==> src/rtl/seg_pkg.sv <==
// Shared definitions for the 7-segment serial display link.
// Holds the segment code table (the single source used by both the display
// driver and the receiver), default frame geometry and the decode helpers.
//   seg_decode(pat)  -> {hit, nibble}   pattern lookup in the code table
//   onehot_idx(sel)  -> {ok, idx}       one-hot check and bit position
package seg_pkg;

    localparam int FRAME_BITS_DEF = 16;
    localparam int NUM_DIGITS_DEF = 8;
    localparam int IDX_W          = 3;

    // Active-low segment patterns, dp on bit 0, indexed by hex nibble.
    localparam logic [7:0] SEG_TABLE [16] = '{
        8'h03, 8'h9F, 8'h25, 8'h0D, 8'h99, 8'h49, 8'h41, 8'h1F,
        8'h01, 8'h09, 8'h11, 8'hC1, 8'h63, 8'h85, 8'h61, 8'h71
    };

    function automatic logic [4:0] seg_decode(input logic [7:0] pat);
        logic [4:0] res;
        res = 5'h00;
        for (int i = 0; i < 16; i++) begin
            if (pat == SEG_TABLE[i]) begin
                res = {1'b1, 4'(i)};
            end else begin
                res = res;
            end
        end
        return res;
    endfunction

    function automatic logic [IDX_W:0] onehot_idx(input logic [NUM_DIGITS_DEF-1:0] sel);
        logic [IDX_W:0] res;
        int             cnt;
        res = {(IDX_W+1){1'b0}};
        cnt = 0;
        for (int i = 0; i < NUM_DIGITS_DEF; i++) begin
            if (sel[i]) begin
                cnt = cnt + 1;
                res[IDX_W-1:0] = IDX_W'(i);
            end else begin
                res = res;
            end
        end
        res[IDX_W] = (cnt == 1);
        return res;
    endfunction

endpackage

==> src/rtl/seg_edge_sync.sv <==
// N-stage synchroniser for one asynchronous input plus a rising-edge pulse.
//   clk, rst_n : system clock, async active-low reset
//   d_in       : asynchronous input
//   sync_o     : synchronised level
//   rise_o     : one-cycle pulse when sync_o goes 0 -> 1
module seg_edge_sync #(
    parameter int STAGES = 2
) (
    input  logic clk,
    input  logic rst_n,
    input  logic d_in,
    output logic sync_o,
    output logic rise_o
);

    logic [STAGES-1:0] sync_q, sync_d;
    logic              prev_q, prev_d;

    // Shift the input down the synchroniser chain; remember last output.
    always_comb begin
        sync_d[0] = d_in;
        for (int i = 1; i < STAGES; i++) begin
            sync_d[i] = sync_q[i-1];
        end
        prev_d = sync_q[STAGES-1];
    end

    // Synchroniser and edge-history flops.
    always_ff @(posedge clk or negedge rst_n) begin
        if (!rst_n) begin
            sync_q <= {STAGES{1'b0}};
            prev_q <= 1'b0;
        end else begin
            sync_q <= sync_d;
            prev_q <= prev_d;
        end
    end

    assign sync_o = sync_q[STAGES-1];
    assign rise_o = sync_q[STAGES-1] & ~prev_q;

endmodule

==> src/rtl/seg_rx.sv <==
// Receiver for the three-wire 7-segment serial link (ds, shclk, stclk).
// Oversamples the link on clk, rebuilds each frame {sel[15:8], pat[7:0]},
// flags malformed frames and mirrors the decoded nibble per digit position.
//   clk, rst_n          : system clock, async active-low reset
//   ds, shclk, stclk    : asynchronous serial link inputs
//   frame_data/frame_stb: last latched frame and its one-cycle update pulse
//   digits/digit_valid  : decoded nibble per position and its valid flag
//   len_err/sel_err/seg_err : one-cycle error pulses aligned with frame_stb
module seg_rx
    import seg_pkg::*;
#(
    parameter int FRAME_BITS  = FRAME_BITS_DEF,
    parameter int NUM_DIGITS  = NUM_DIGITS_DEF,
    parameter int SYNC_STAGES = 2
) (
    input  logic                    clk,
    input  logic                    rst_n,
    input  logic                    ds,
    input  logic                    shclk,
    input  logic                    stclk,
    output logic [FRAME_BITS-1:0]   frame_data,
    output logic                    frame_stb,
    output logic [4*NUM_DIGITS-1:0] digits,
    output logic [NUM_DIGITS-1:0]   digit_valid,
    output logic                    len_err,
    output logic                    sel_err,
    output logic                    seg_err
);

    localparam logic [4:0] FRAME_LEN = 5'(FRAME_BITS);
    localparam logic [4:0] CNT_MAX   = 5'd31;

    logic ds_sync_s, ds_rise_unused_s;
    logic shclk_sync_unused_s, shclk_rise_s;
    logic stclk_sync_unused_s, stclk_rise_s;

    seg_edge_sync #(.STAGES(SYNC_STAGES)) u_ds_sync (
        .clk(clk), .rst_n(rst_n), .d_in(ds),
        .sync_o(ds_sync_s), .rise_o(ds_rise_unused_s)
    );
    seg_edge_sync #(.STAGES(SYNC_STAGES)) u_shclk_sync (
        .clk(clk), .rst_n(rst_n), .d_in(shclk),
        .sync_o(shclk_sync_unused_s), .rise_o(shclk_rise_s)
    );
    seg_edge_sync #(.STAGES(SYNC_STAGES)) u_stclk_sync (
        .clk(clk), .rst_n(rst_n), .d_in(stclk),
        .sync_o(stclk_sync_unused_s), .rise_o(stclk_rise_s)
    );

    logic [FRAME_BITS-1:0]   sr_q, sr_d, sr_shift_s;
    logic [4:0]              bit_cnt_q, bit_cnt_d, cnt_shift_s;
    logic [FRAME_BITS-1:0]   frame_data_q, frame_data_d;
    logic                    frame_stb_q, frame_stb_d;
    logic                    len_err_q, len_err_d;
    logic                    sel_err_q, sel_err_d;
    logic                    seg_err_q, seg_err_d;
    logic [4*NUM_DIGITS-1:0] digits_q, digits_d;
    logic [NUM_DIGITS-1:0]   digit_valid_q, digit_valid_d;
    logic [4:0]              chk_dec_s, out_dec_s;
    logic [IDX_W:0]          chk_oh_s, out_oh_s;

    // Shift, count and latch. A same-cycle shift is applied before the latch
    // so the coincident bit belongs to the frame being latched.
    always_comb begin
        if (shclk_rise_s) begin
            sr_shift_s  = {ds_sync_s, sr_q[FRAME_BITS-1:1]};
            cnt_shift_s = (bit_cnt_q == CNT_MAX) ? CNT_MAX : bit_cnt_q + 5'd1;
        end else begin
            sr_shift_s  = sr_q;
            cnt_shift_s = bit_cnt_q;
        end
        chk_dec_s = seg_decode(sr_shift_s[7:0]);
        chk_oh_s  = onehot_idx(sr_shift_s[FRAME_BITS-1 -: NUM_DIGITS]);
        sr_d      = sr_shift_s;
        if (stclk_rise_s) begin
            bit_cnt_d    = 5'd0;
            frame_data_d = sr_shift_s;
            frame_stb_d  = 1'b1;
            len_err_d    = (cnt_shift_s != FRAME_LEN);
            sel_err_d    = ~chk_oh_s[IDX_W];
            seg_err_d    = ~chk_dec_s[4];
        end else begin
            bit_cnt_d    = cnt_shift_s;
            frame_data_d = frame_data_q;
            frame_stb_d  = 1'b0;
            len_err_d    = 1'b0;
            sel_err_d    = 1'b0;
            seg_err_d    = 1'b0;
        end
    end

    // Decode the frame latched last cycle into its digit position if clean.
    always_comb begin
        out_dec_s     = seg_decode(frame_data_q[7:0]);
        out_oh_s      = onehot_idx(frame_data_q[FRAME_BITS-1 -: NUM_DIGITS]);
        digits_d      = digits_q;
        digit_valid_d = digit_valid_q;
        if (frame_stb_q && !(len_err_q || sel_err_q || seg_err_q)) begin
            digits_d[4*int'(out_oh_s[IDX_W-1:0]) +: 4] = out_dec_s[3:0];
            digit_valid_d[out_oh_s[IDX_W-1:0]]         = 1'b1;
        end else begin
            digits_d      = digits_q;
            digit_valid_d = digit_valid_q;
        end
    end

    // Frame state and registered outputs.
    always_ff @(posedge clk or negedge rst_n) begin
        if (!rst_n) begin
            sr_q          <= {FRAME_BITS{1'b0}};
            bit_cnt_q     <= 5'd0;
            frame_data_q  <= {FRAME_BITS{1'b0}};
            frame_stb_q   <= 1'b0;
            len_err_q     <= 1'b0;
            sel_err_q     <= 1'b0;
            seg_err_q     <= 1'b0;
            digits_q      <= {(4*NUM_DIGITS){1'b0}};
            digit_valid_q <= {NUM_DIGITS{1'b0}};
        end else begin
            sr_q          <= sr_d;
            bit_cnt_q     <= bit_cnt_d;
            frame_data_q  <= frame_data_d;
            frame_stb_q   <= frame_stb_d;
            len_err_q     <= len_err_d;
            sel_err_q     <= sel_err_d;
            seg_err_q     <= seg_err_d;
            digits_q      <= digits_d;
            digit_valid_q <= digit_valid_d;
        end
    end

    assign frame_data  = frame_data_q;
    assign frame_stb   = frame_stb_q;
    assign len_err     = len_err_q;
    assign sel_err     = sel_err_q;
    assign seg_err     = seg_err_q;
    assign digits      = digits_q;
    assign digit_valid = digit_valid_q;

endmodule

==> config.mk <==
export PLATFORM = sky130hd
export DESIGN_NAME = seg_rx
export DESIGN_NICKNAME = d
export VERILOG_FILES = /design/src/rtl/seg_pkg.sv /design/src/rtl/seg_edge_sync.sv /design/src/rtl/seg_rx.sv
export SDC_FILE = /design/constraint.sdc
export NUM_CORES = 1
export LEC_CHECK = 0
export CAP_MARGIN = 10
export CORE_MARGIN = 4
export CORE_UTILIZATION = 59
export DETAILED_ROUTE_END_ITERATION = 10
export GPL_TIMING_DRIVEN = 0
export PLACE_DENSITY_LB_ADDON = 0.12
export SYNTH_ARGS = -nofsm -noshare
export SYNTH_HDL_FRONTEND = slang
export SYNTH_SLANG_ARGS = --single-unit
export TNS_END_PERCENT = 50
==> constraint.sdc <==
create_clock -name clk -period 12.4 [get_ports clk]
set_clock_uncertainty 0.15 [all_clocks]
set_input_delay 1.24 -clock clk [delete_from_list [all_inputs] [get_ports clk]]
set_output_delay 1.24 -clock clk [all_outputs]
set_load 0.01 [all_outputs]
==> run_results.csv <==
group,metric,value,unit
final_layout,diodes,0,
worst_setup_path,r2r_start,"u_shclk_sync.sync_q[1]$_DFF_PN0_",
pwr,pwr-share-comb,51.1,%
job,max_cap_viol_count,0,
pwr,power.internal,695,uW
pwr,ir_drop,0.216,mV
final_layout,drive_gt1_share,12.8,%
timing,maxSlewViolCount,0,
pwr,p_sw_share,41.1,%
final_layout,multi_input_area,0.00208,mm^2
synthesis,yosys-top-cells-area,"dfrtp_1, mux2_2, nand2_1",
worst_setup_path,cp_num_buf_inv,3,
worst_setup_path,crit_path_start,"u_shclk_sync.sync_q[1]$_DFF_PN0_",
global_routing,grt_pass1_vias,3409,
global_routing,grt-ovfl-total,0,
synthesis,synth_compound_area_share,12.6,%
floorplan,die_area,0.00905,mm^2
timing,fin_ws,6880,ps
synthesis,synthAdderAreaFrac,3.07,%
pwr,p_sw,485,uW
worst_setup_path,slowest_stage,"buf_1",
worst_setup_path,cp.depth,24,
floorplan,rows,31,
synthesis,synth_area,0.00448,mm^2
global_routing,antenna_found_initial,0,
synthesis,synth-edff-count,0,
route,vias_per_cell,5.81,
place,io_buffers,64,
worst_setup_path,end_kind,"flop",
clock_network,cts_buffers,9,
synthesis,async_reset_ff_share,100,%
timing,rsz0062_at_grt,"false",
min_path,min_path_type,"flop to flop",
clock_network,ctsHtreeMaxLevel,3,
final_layout,fill_cells,512,
synthesis,synth_seq_cells,89,
final_layout,area_growth,21.8,%
floorplan,chipWidth,95.1,um
synthesis,yosysWarnings,0,
route,vias,3573,
pwr,powerDensity,216,mW/mm^2
place,post-place-ws,6960,ps
clock_network,clk_pin_slew,90,ps
global_routing,grt_max_degree,55,
clock_network,cts_hold_buf,0,
floorplan,initial_utilization,61.1,%
clock_network,clock_latency,360,ps
floorplan,die_y,95.1,um
worst_setup_path,crit_family,"adder cells",
clock_network,cts_resized,0,
final_layout,register_area,0.00223,mm^2
worst_setup_path,cp_max_fo,10,
synthesis,yosys.area_share.xor_xnor,3.91,%
timing,setup_violations,0,
min_path,holdPathStages,0,
floorplan,io_pins,65,
global_routing,grt_pass1_wl,16300,um
pwr,pwr-share-clk,16.0,%
timing,finalHoldViolCount,0,
worst_setup_path,cp.required,12530,ps
synthesis,netlist_instances,435,
timing,slew_headroom,43.7,%
clock_network,clock-root-buffer,"clkbuf_8",
synthesis,synth_nets,451,
pwr,cellLeakagePower,2.51,nW
synthesis,yosysTopAreaCell,"dfrtp_1",
clock_network,tritoncts,"built",
worst_setup_path,cp_data_arrival_time,5650,ps
synthesis,synth_top_area_share,49.7,%
floorplan,coreArea,0.00733,mm^2
worst_setup_path,worstSetupPathType,"flop to flop",
run_status,status,"finished, final reports clean",
timing,tightest_slew,842,ps
route,dr.pass1.iters,5,
route,ant_nets,0,
timing,fmax,181,MHz
timing,min_period_over_period,44.5,%
worst_setup_path,r2r_setup_slack,6880,ps
clock_network,clockBufferDepth,2,
worst_setup_path,critPathMaxStageDelay,450,ps
route,drc,0,
timing,finalSetupTns,0,ps
pwr,pwr-share-seq,32.9,%
final_layout,fin_nets,527,
timing,fin_crit,5520,ps
worst_setup_path,ff2ff_path_depth,24,
place,hpwl,7490,um
synthesis,synth-simple-area-share,16.4,%
clock_network,post_cts_buffers,0,
worst_setup_path,path_cells,"nand2b_1 > buf_4 > buf_1 > a21boi_0 > ha_1 > xnor2_1 > ha_1 > nor2_1 > nor2_1 > ha_1 > nand2_1 > o21ai_0 > ha_1 > or2b_1 > and2_1 > ha_1 > mux2_2 > ha_1 > inv_1 > or3_1 > nand2_1 > nand4b_1 > a41o_1 > o22ai_1",
synthesis,synth_mux_area_share,10.4,%
route,avgRoutedWirePerCell,16.2,um
clock_network,cts.sinks,89,
worst_setup_path,cp_common_cell,"ha_1",
route,drt_iter0_drc,204,
global_routing,grt_usage,23.3,%
synthesis,synth_top_family_by_area,"simple AND/OR/NAND/NOR gates",
min_path,min_from,"u_stclk_sync.sync_q[0]$_DFF_PN0_",
route,wirelength,9950,um
synthesis,ys.flop_type,"dfrtp_1",
worst_setup_path,start_kind,"flop",
synthesis,synth.distinct_cells,64,
synthesis,synth.avg_cell_area,10.3,um^2
synthesis,ys_seq_area_share,49.7,%
place,place_congestion,0.871,
==> through the flow <==
| step | instances | instance area (um^2) | util, % | total power [mW] | hold slack (ps) |
|---|---|---|---|---|---|
| after CTS | 615 | 5460 | 74.4 | 1.18 | 210 |
| final | 615 | 5460 | 74.4 | 1.18 | 207 |
| after detailed placement | 599 | 5270 | 71.9 | 0.988 | 187 |
| after global routing | 615 | 5460 | 74.4 | 1.28 | 225 |
| after floorplan | 435 | 4480 | - | 0.817 | 181 |
| after global placement | 598 | 5240 | 71.5 | 0.963 | 184 |
==> placed cells by master, fill, tap and decap left out, types with 4 or more instances in the layout <==
cell type        count
nor2_1              32
dfrtp_1             89
nand3_1             12
o21ai_0             25
nand2_1             55
nor3_1              11
mux2i_1             13
a21oi_1             23
xnor2_1              8
mux2_2              30
clkbuf_8             9
inv_1               25
clkbuf_1             9
nand2b_1             6
ha_1                11
a41o_1               4
nand4_1              8
clkdlybuf4s50_1     63
==> state kept, by name (all words and copies together), names as in the netlist <==
name                 cells
u_stclk_sync.prev_q      1
sel_err                  1
u_stclk_sync.sync_q      2
len_err                  1
frame_stb                1
seg_err                  1
frame_data              16
u_shclk_sync.prev_q      1
bit_cnt_q                5
u_shclk_sync.sync_q      2
digits                  32
u_ds_sync.sync_q         2
digit_valid              8
sr_q                    16
==> layout make-up <==
type,instances,share of cell area (%)
clock inverter,7,1.15
inverter,26,1.79
timing repair buffer,65,12.2
multi-input combinational,306,38.2
tap,99,2.27
clock buffer,9,2.27
buffer,14,1.33
sequential,89,40.8
==> worst reg2reg max path, cell delays in order (launching register included) <==
cell and delay, ps:
dfrtp_1 430, nand2b_1 90, buf_4 190, buf_1 450
a21boi_0 290, ha_1 430, xnor2_1 170, ha_1 320
nor2_1 110, nor2_1 70, ha_1 300, nand2_1 60
o21ai_0 110, ha_1 290, or2b_1 260, and2_1 180
ha_1 280, mux2_2 140, ha_1 180, inv_1 80
or3_1 360, nand2_1 70, nand4b_1 90, a41o_1 250
o22ai_1 110
==> cell usage after synthesis (2+ instances only) <==
cell / n
nor4b_2: 2
nor2b_1: 2
xnor2_1: 8
or4_1: 2
nand4_1: 8
o31ai_1: 3
a31o_2: 3
a211oi_1: 2
xnor2_2: 2
nor4_1: 2
nand3_1: 12
nand4b_1: 2
or3_1: 2
clkbuf_1: 9
nand2_1: 55
inv_1: 25
o21bai_1: 2
and2_1: 2
nand3b_1: 3
and3_1: 2
o211a_1: 2
o211ai_1: 2
ha_1: 11
xor2_1: 3
a21boi_0: 2
mux2i_1: 13
o21ai_0: 25
a41o_1: 4
mux2_2: 30
buf_6: 2
dfrtp_1: 89
o22ai_1: 3
nor3_1: 11
nor2_1: 32
nand2b_1: 6
o2111ai_1: 2
a21oi_1: 23
==> path summary, 6_finish.rpt <==
path / to
setup / recovery: sel_err$_DFF_PN0_
hold / removal: u_stclk_sync.sync_q[1]$_DFF_PN0_
setup reg to reg: sel_err$_DFF_PN0_
hold reg to reg: u_stclk_sync.sync_q[1]$_DFF_PN0_
max in group asynchronous: sr_q[12]$_DFF_PN0_
min in group asynchronous: digits[0]$_DFFE_PN0P_
==> layer usage <==
metal,part of all wire [%],vias to the layer above,track usage [%]
li1,-,1705,-
met1,42,1747,29.6
met2,52,105,40.1
met3,4.6,16,3.08
met4,1.9,0,9.74
met5,0,-,0
==> power by group through the flow <==
stage,combinational [mW],sequential [mW],clock (mW)
after global routing,0.675,0.395,0.206
final,0.603,0.388,0.189
after floorplan,0.422,0.394,0
after global placement,0.572,0.390,0
after CTS,0.600,0.387,0.193
after detailed placement,0.596,0.393,0
==> cell families (layout without fill, tap and decap cells) <==
kind of cell	after synthesis	count (layout)
compound gates	87	87
xor+xnor	15	15
fa+ha+maj	11	11
buf+inv	40	121
flops	89	89
mux	43	43
simple gates	150	150
Note: power is estimated with default switching activity, not from simulation.
